==> src/rtl/fetch_queue_pkg.sv <==
// fetch_queue_pkg: shared widths and encodings
// for the fetch-to-decode instruction buffer.
package fetch_queue_pkg;

  localparam int unsigned INST_W = 32;
  localparam int unsigned PC_W   = 32;
  localparam int unsigned FQ_DEPTH = 4;

  localparam logic [31:0] NOP_WORD = 32'h0000_0013;

  function automatic int unsigned occ_width(
    input int unsigned depth
  );
    return $clog2(depth + 1);
  endfunction

endpackage

==> src/rtl/fetch_queue_mem.sv <==
// fetch_queue_mem: entry storage, one write port
// and one asynchronous read port, no reset.
module fetch_queue_mem #(
  parameter int unsigned DEPTH = 4,
  parameter int unsigned WIDTH = 64,
  parameter int unsigned AW    = $clog2(DEPTH)
) (
  input  logic             clk,
  input  logic             we,
  input  logic [AW-1:0]    waddr,
  input  logic [WIDTH-1:0] wdata,
  input  logic [AW-1:0]    raddr,
  output logic [WIDTH-1:0] rdata
);

  logic [WIDTH-1:0] mem [DEPTH];

  always_ff @(posedge clk) begin
    if (we) mem[waddr] <= wdata;
  end

  assign rdata = mem[raddr];

endmodule

==> src/rtl/fetch_queue.sv <==
// fetch_queue: in-order instruction/PC buffer
// between fetch and decode, emptied on flush.
module fetch_queue
  import fetch_queue_pkg::*;
#(
  parameter int unsigned INST_WIDTH = INST_W,
  parameter int unsigned PC_WIDTH   = PC_W,
  parameter int unsigned DEPTH      = FQ_DEPTH,
  parameter logic [INST_WIDTH-1:0] NOP_INST =
    INST_WIDTH'(NOP_WORD)
) (
  input  logic                  clk,
  input  logic                  rst,
  input  logic                  in_valid,
  output logic                  in_ready,
  input  logic [INST_WIDTH-1:0] in_inst,
  input  logic [PC_WIDTH-1:0]   in_pc,
  output logic                  out_valid,
  input  logic                  out_ready,
  output logic [INST_WIDTH-1:0] out_inst,
  output logic [PC_WIDTH-1:0]   out_pc,
  input  logic                  flush,
  output logic [occ_width(DEPTH)-1:0] count
);

  localparam int unsigned AW = $clog2(DEPTH);
  localparam int unsigned CW = occ_width(DEPTH);
  localparam int unsigned EW = INST_WIDTH + PC_WIDTH;

  logic [AW-1:0] wr_ptr;
  logic [AW-1:0] rd_ptr;
  logic          push;
  logic          pop;
  logic [EW-1:0] rdata;

  assign in_ready  = (count != CW'(DEPTH));
  assign out_valid = (count != '0);

  // flush wins over both handshakes
  assign push = in_valid & in_ready & ~flush;
  assign pop  = out_valid & out_ready & ~flush;

  always_ff @(posedge clk or negedge rst) begin
    if (!rst) begin
      wr_ptr <= '0;
      rd_ptr <= '0;
      count  <= '0;
    end else if (flush) begin
      wr_ptr <= '0;
      rd_ptr <= '0;
      count  <= '0;
    end else begin
      if (push) wr_ptr <= wr_ptr + AW'(1);
      if (pop)  rd_ptr <= rd_ptr + AW'(1);
      unique case ({push, pop})
        2'b10:   count <= count + CW'(1);
        2'b01:   count <= count - CW'(1);
        default: count <= count;
      endcase
    end
  end

  fetch_queue_mem #(
    .DEPTH (DEPTH),
    .WIDTH (EW),
    .AW    (AW)
  ) u_mem (
    .clk   (clk),
    .we    (push),
    .waddr (wr_ptr),
    .wdata ({in_inst, in_pc}),
    .raddr (rd_ptr),
    .rdata (rdata)
  );

  assign out_inst = out_valid
    ? rdata[EW-1:PC_WIDTH] : NOP_INST;
  assign out_pc = out_valid
    ? rdata[PC_WIDTH-1:0] : '0;

endmodule
==> config.mk <==
export PLATFORM = sky130hd
export DESIGN_NAME = fetch_queue
export DESIGN_NICKNAME = d
export VERILOG_FILES = /design/src/rtl/fetch_queue_pkg.sv /design/src/rtl/fetch_queue_mem.sv /design/src/rtl/fetch_queue.sv
export SDC_FILE = /design/constraint.sdc
export NUM_CORES = 1
export LEC_CHECK = 0
export CORE_MARGIN = 2
export CORE_UTILIZATION = 50
export DETAILED_ROUTE_END_ITERATION = 12
export DONT_BUFFER_PORTS = 1
export GPL_TIMING_DRIVEN = 0
export SYNTH_ARGS = -nofsm -noshare
export SYNTH_HDL_FRONTEND = slang
export SYNTH_SLANG_ARGS = --single-unit
==> constraint.sdc <==
create_clock -name clk -period 6.7 [get_ports clk]
set_input_delay 0.335 -clock clk [delete_from_list [all_inputs] [get_ports clk]]
set_output_delay 0.335 -clock clk [all_outputs]
set_load 0.01 [all_outputs]
Yosys cells after proc, flatten, opt, wreduce, memory -nomap -nowiden

Memories as Yosys holds them, arrays and structs flattened.
Index checks and enable logic that the tools add are counted.

Bits in latches: 0
Memory bits (read-only): 0
Input bits: 69
Logic and storage cells: 30
Flip-flop bits (word level): 7
RAM bits: 256
Memories kept: 1
Output and inout port bits: 69

$lt $le $gt $ge: 0
Div/mod/pow operators: 0
Equality and inequality tests: 3
Muxes and demuxes: 10
Bitwise gates (word level): 5
Multiply operators: 0
Reductions and logical operators: 4
Add/subtract/negate cells: 4
Shift-type cells: 0

Memories:

| memory    | depth | width | rd ports | clocked after memory_dff | wr ports | RTL line              | source |
|---|---|---|---|---|---|---|---|
| u_mem.mem | 4     | 64    | 1        | 0                        | 1        | fetch_queue_mem.sv:16 | `logic [WIDTH-1:0] mem [DEPTH];` |

Operators with widths:

| kind                  | number |
|---|---|
| $mux W32              | 2 |
| $mux W2               | 4 |
| $pmux W3 S2           | 1 |
| $reduce_bool A3 Y1    | 2 |
| $add A2 B1 Y2 const B | 2 |
| $and A1 B1 Y1         | 4 |
| $reduce_bool A2 Y1    | 2 |
| $add A3 B1 Y3 const B | 1 |
| $mux W3               | 1 |
| $ne A3 B3 Y1 const B  | 1 |
| $sub A3 B1 Y3 const B | 1 |
| $eq A2 B1 Y1 const B  | 1 |
| $eq A2 B2 Y1 const B  | 1 |
| $mux W1               | 2 |
| $not A1 Y1            | 1 |

Depth between registers and ports, before layout

Depth after elaboration: 6
Depth in mapped cells: 7
Gate-level depth less buffers: 6

By module

Synthesis repeated with hierarchy kept, for this count alone.

Cell total of the unflattened synthesis: 465
Area total of the unflattened synthesis: 10291.1 sq um

Modules (own cells, without submodules):

| module          | seq. area each (sq um) | times used | cells each | area each (sq um) |
|---|---|---|---|---|
| fetch_queue_mem | 7687.4                 | 1          | 338        | 9341.5 |
| fetch_queue     | 175.2                  | 1          | 127        | 949.7 |

Worst setup path after synthesis

Ideal clock, no wire load.

Path type: reg-to-reg
From: reg count[0]
To: mem u_mem.mem[0][0] (enable)
Slack: 3712 ps
Data arrival time: 2559 ps
Library setup time: 429 ps
Period minus slack after synthesis: 2988 ps
Data required time: 6271 ps
Stages on the path, launching flop included: 5
Path buffers: 1
Path through: dfrtp_1 -> buf_2 -> nor3b_2 -> nor3_1 -> and2_1

Word-level cells in the longest chain between the ends: 5

RTL lines:

| item                          | RTL line              | source |
|---|---|---|
| start, declared               | fetch_queue.sv:23     | `output logic [occ_width(DEPTH)-1:0] count` |
| start signal, assigned        | fetch_queue.sv:56     | `2'b10: count <= count + CW'(1);` |
| start signal, assigned        | fetch_queue.sv:57     | `2'b01: count <= count - CW'(1);` |
| start signal, assigned        | fetch_queue.sv:58     | `default: count <= count;` |
| $ne A3 B3 Y1                  | fetch_queue.sv:36     | `assign in_ready = (count != CW'(DEPTH));` |
| $and A1 B1 Y1 (2 in a row)    | fetch_queue.sv:40     | `assign push = in_valid & in_ready & ~flush;` |
| $mux W1                       | fetch_queue_mem.sv:19 | `if (we) mem[waddr] <= wdata;` |
| $mux W1 (not written as such) | fetch_queue_mem.sv:19 |  |
| end, declared                 | fetch_queue_mem.sv:16 |  |

Every way passes these cells.

Final worst setup path

From: reg count[0]
To: out out_pc[30]

Word-level cells in the longest chain between the ends: 2

RTL lines:

| item                | RTL line          | source |
|---|---|---|
| $reduce_bool A3 Y1  | fetch_queue.sv:37 | `assign out_valid = (count != '0);` |
| named net out_valid | fetch_queue.sv:18 | `output logic out_valid,` |
| $mux W32            | fetch_queue.sv:79 | `? rdata[PC_WIDTH-1:0] : '0;` |
| end, declared       | fetch_queue.sv:21 | `output logic [PC_WIDTH-1:0] out_pc,` |

The timed path passes the listed nets, and every way through them passes these cells.

==> out/metrics.sh <==
VDD_IR_DROP_MAX_mV=0.264
STD_CELL_ROWS=52
ANTENNA_DIODE_INSTANCE_COUNT=0
POWER_PER_CELL_AREA_mW_PER_MM2=327
DETAIL_ROUTE.ITER0.VIOLATIONS=207
GRT_FIRST_PASS_WIRELENGTH_UM=29300
STARTPOINT_TYPE='register'
DIE_Y_UM=147
YS_TOP_CELLS_BY_COUNT='256 x sky130_fd_sc_hd__edfxtp_1, 65 x sky130_fd_sc_hd__and2_1, 64 x sky130_fd_sc_hd__mux4_2, 9 x sky130_fd_sc_hd__buf_2, 9 x sky130_fd_sc_hd__clkbuf_1'
GPL.FINAL_WEIGHTED_CONGESTION=0.860
ASYNC_SET_OR_RESET_REGISTER_RATIO_AFTER_SYNTHESIS_PCT=2.66
FMAX_MHz=364
TOTAL_NUMBER_OF_VIAS=4807
WORST-PATH-BUF-INV=3
NUMPORTBUFFERS=0
CLK_LATENCY_PS=520
ROUTE.ANTENNA.REMAINING_NETS=0
YOSYS.AREA.TOP_TYPE='sky130_fd_sc_hd__edfxtp_1'
ROUTE.FINAL.WIRE_LENGTH_UM=18600
DIEAREA_MM2=0.0216
YS_SEQ_AREA_SHARE_PCT=76.8
STATUS='complete, no violations'
WORST_SLEW_MARGIN_REL_PCT=56.6
FINAL.MIN_CLOCK_PERIOD_PS=2750
MET3_GRT_UTIL_PCT=4.41
POST_ROUTE_SETUP_TNS_PS=0
FINAL_AREA_MM2=0.0123
SEQUENTIALPOWERSHARE_PCT=47.0
R2R-START='count[0]$_DFFE_PN0P_'
POST_LAYOUT_NONFILLER_INSTANCES=859
FILL_CELLS=1479
RSZ0062_AT_GRT='false'
POWER_SWITCHING_SHARE_PCT=23.4
CRITICAL_PATH.SLOWEST_CELL='sky130_fd_sc_hd__clkbuf_1'
TIMING.FINAL.CRIT_SHARE_PCT=41.0
P_LEAK_nW=3.94
CRIT_PATH_START='count[0]$_DFFE_PN0P_'
START_UTIL_PCT=50.7
DETAIL_ROUTE.WL_PER_CELL_UM=21.7
GR-USAGE-MET1_PCT=22.6
GRT_MOST_USED_LAYER='met2'
REQUIRED_PS=6360
MOST_NUMEROUS_CELL_IN_THE_YOSYS_NETLIST='sky130_fd_sc_hd__edfxtp_1'
CRIT_PATH_MAX_INCR_DELAY_PS=480
TOTAL_AREA_OF_MULTI_INPUT_COMBINATIONAL_CELLS_MM2=0.00221
PRIMARY_FLIP_FLOP_CELL_CHOSEN_BY_SYNTHESIS_MAPPING='sky130_fd_sc_hd__edfxtp_1'
POWER.COMBINATIONAL.FRACTION_PCT=15.0
SHARE_CLK_OF_TOTAL_POWER_PCT=38.1
SYNTH_AREA_MM2=0.0102
DRT_DRC_VIOLATIONS_LEFT=0
REGTOREGENDPOINT='count[1]$_DFFE_PN0P_'
EDFF_COUNT_SYNTH=256
ANTENNA_FOUND_INITIAL=0
CLOCK_PATH_BUFFERS=3
CLK_PIN_SLEW_PS=50
REG2REG_SETUP_SLACK_PS=4080
CLOCKROOTBUFFER='sky130_fd_sc_hd__clkbuf_16'
SETUP_VIOL=0
GRT_START_MAX_NET_PINS=43
INTERNAL-POWER_mW=3.07
MIN-DELAY-PATH-CLASS='input pin to register'
CP.ARRIVAL_PS=2410
YS_FF_LATCH=263
CTS_SINKS=263
CRITICAL_PATH_DEPTH=5
REGAREA_MM2=0.00786
CP_TOP_FAMILY='buffers and inverters'
FP.DIEW_UM=147
POST-DP-HPWL_UM=10800
PLACED_CELLS=742
YOSYS_WARNINGS=0
FIN_WORST_SKEW_PS=8.23
YOSYSTOPAREACELLSHARE_PCT=75.1
HOLD_BUFFERS=65
CTS_POST_SETUP_BUFFERS_INSERTED=0
CORE_REGION_AREA_MM2=0.0202
TRACK_USAGE_PCT=17.7
TOTAL_SWITCHING_POWER_mW=0.940
IO_PINS=138
H_TREE_LEVELS=1
FINALNETCOUNT=641
TRITONCTS='yes'
CRITPATHCAPTURE='out_pc[30]'
DETAILED_PLACE.AREA_MM2=0.0107
NETLIST_INSTANCES=468
WORST_PIN_SLEW_PS=646
MAXSLEWVIOLCOUNT=0
CP-END-KIND='output port'
FINAL_LAYOUT_SIZE_SUFFIX_GT1_SHARE_PCT=22.4
POSTCTSRESIZEDCELLS=0
GRT_PASS1_VIAS=5218
MAXCAPVIOLCOUNT=0
POSTSYNTHAREAPERCELL_UM2=21.9
MET2_USAGE_IN_GLOBAL_ROUTING_PCT=31.2
CRIT_FANOUT=10
FIRST_PASS_ITERATION_COUNT_OF_THE_DETAILED_ROUTER=4
CRIT_TYPE='register to output port'
AVGVIACOUNTPERCELL=5.60
FLOW.AREA_GROWTH_FROM_SYNTHESIS_PCT=20.0
SYN-NUM-NETS=542
CTS_MADE_BUFFERS=28
CRIT_PATH_CELL_TRACE='buf_2 -> nor3_2 -> inv_1 -> clkbuf_1 -> and2_1'
TIMING.FINAL.HOLD_VIOLATIONS=0
GLOBALROUTE.TOTALOVERFLOW=0
SYNTHDISTINCTLIBCELLS=35
SYNTH.AREA.TOP_CELLS='sky130_fd_sc_hd__edfxtp_1 75%, sky130_fd_sc_hd__mux4_2 14%, sky130_fd_sc_hd__and2_1 4.0%'
REG2REGPATHDEPTH=7
==> metal layers <==
layer / up-vias / part of all wire (%)
met5: - / 0
met4: 0 / 1.5
met3: 31 / 7.0
met2: 162 / 52
met1: 2513 / 40
li1: 2101 / -
==> state kept, by name, indices dropped and copies added (netlist names) <==
signal     flops
rd_ptr         2
u_mem.mem    256
wr_ptr         2
count          3
==> worst min-delay path by stage <==
stage	startpoint	end	cells after the start
floorplan	rst	count[0]$_DFFE_PN0P_	0
CTS	in_valid	count[0]$_DFFE_PN0P_	3
global placement	rst	count[0]$_DFFE_PN0P_	0
global route	in_valid	count[2]$_DFFE_PN0P_	3
detailed placement	rst	count[1]$_DFFE_PN0P_	0
finish	in_valid	count[0]$_DFFE_PN0P_	3
==> power by group through the flow <==
stage	registers [mW]	logic (mW)	clock network [mW]
2_1_floorplan	1.92	0.438	0
3_3_place_gp	1.92	0.559	0
3_5_place_dp	1.92	0.568	0
4_1_cts	1.88	0.618	1.57
5_1_grt	1.89	0.653	1.64
6_report	1.88	0.600	1.53
==> metrics by stage <==
stage                     total power, mW  util (%)  hold WS [ps]  worst slack (ps)
after global placement               2.48      52.4          39.6              2210
after detailed placement             2.49      53.0          39.6              4150
after floorplan                      2.35         -          39.4              3710
after CTS                            4.07      60.9          44.1              3910
final                                4.01      60.9          60.3              3950
after global routing                 4.18      60.9          98.2              3820
==> worst min-delay path, delay by kind of cell <==
family | cells | cell delay [ps]
xor gates and xnor gates | 1 | 50
and+or+nand+nor | 1 | 80
AOI/OAI and AO/OA | 1 | 70
==> cells by family after synthesis <==
family,count (synthesis),share of synthesized area (%)
AOI/OAI and AO/OA,16,1.13
xor gates and xnor gates,3,0.257
DFF,263,76.8
adders and majority gates,5,0.685
and+or+nand+nor,85,5.21
muxes,65,14.2
buffers and inverters,31,1.69
==> cells in the final DEF, fill, tap and decap left out, types with 2 or more instances in the layout <==
cell | Yosys | layout
sky130_fd_sc_hd__edfxtp_1 | 256 | 256
sky130_fd_sc_hd__dlygate4sd3_1 | 0 | 65
sky130_fd_sc_hd__mux4_2 | 64 | 64
sky130_fd_sc_hd__and2_1 | 65 | 61
sky130_fd_sc_hd__clkbuf_16 | 0 | 29
sky130_fd_sc_hd__clkbuf_1 | 9 | 15
sky130_fd_sc_hd__buf_2 | 9 | 9
sky130_fd_sc_hd__dfrtp_1 | 7 | 7
sky130_fd_sc_hd__inv_1 | 6 | 6
sky130_fd_sc_hd__clkinv_1 | 0 | 6
sky130_fd_sc_hd__buf_6 | 5 | 5
sky130_fd_sc_hd__nor2_1 | 5 | 5
sky130_fd_sc_hd__and2_4 | 0 | 4
sky130_fd_sc_hd__ha_1 | 4 | 4
sky130_fd_sc_hd__bufinv_16 | 0 | 4
sky130_fd_sc_hd__clkinv_2 | 0 | 4
sky130_fd_sc_hd__buf_16 | 0 | 4
sky130_fd_sc_hd__or2_1 | 3 | 3
sky130_fd_sc_hd__a21oi_1 | 3 | 3
sky130_fd_sc_hd__xor2_1 | 3 | 3
sky130_fd_sc_hd__buf_4 | 2 | 2
sky130_fd_sc_hd__nor3_1 | 2 | 2
sky130_fd_sc_hd__o21ai_0 | 2 | 2
sky130_fd_sc_hd__nand3_1 | 2 | 2
sky130_fd_sc_hd__nand3b_1 | 2 | 2
sky130_fd_sc_hd__a31oi_1 | 2 | 2
sky130_fd_sc_hd__o311ai_0 | 2 | 2
sky130_fd_sc_hd__clkinvlp_4 | 0 | 2
==> layout make-up <==
class	instances	share of cell area [%]
Sequential cell	263	64.1
Multi-Input combinational cell	174	18.0
Timing Repair Buffer	69	6.20
Clock buffer	35	6.10
Tap cell	270	2.75
Clock inverter	17	1.52
Buffer	25	1.22
Inverter	6	0.183
Note: power is estimated with default switching activity, not from simulation.
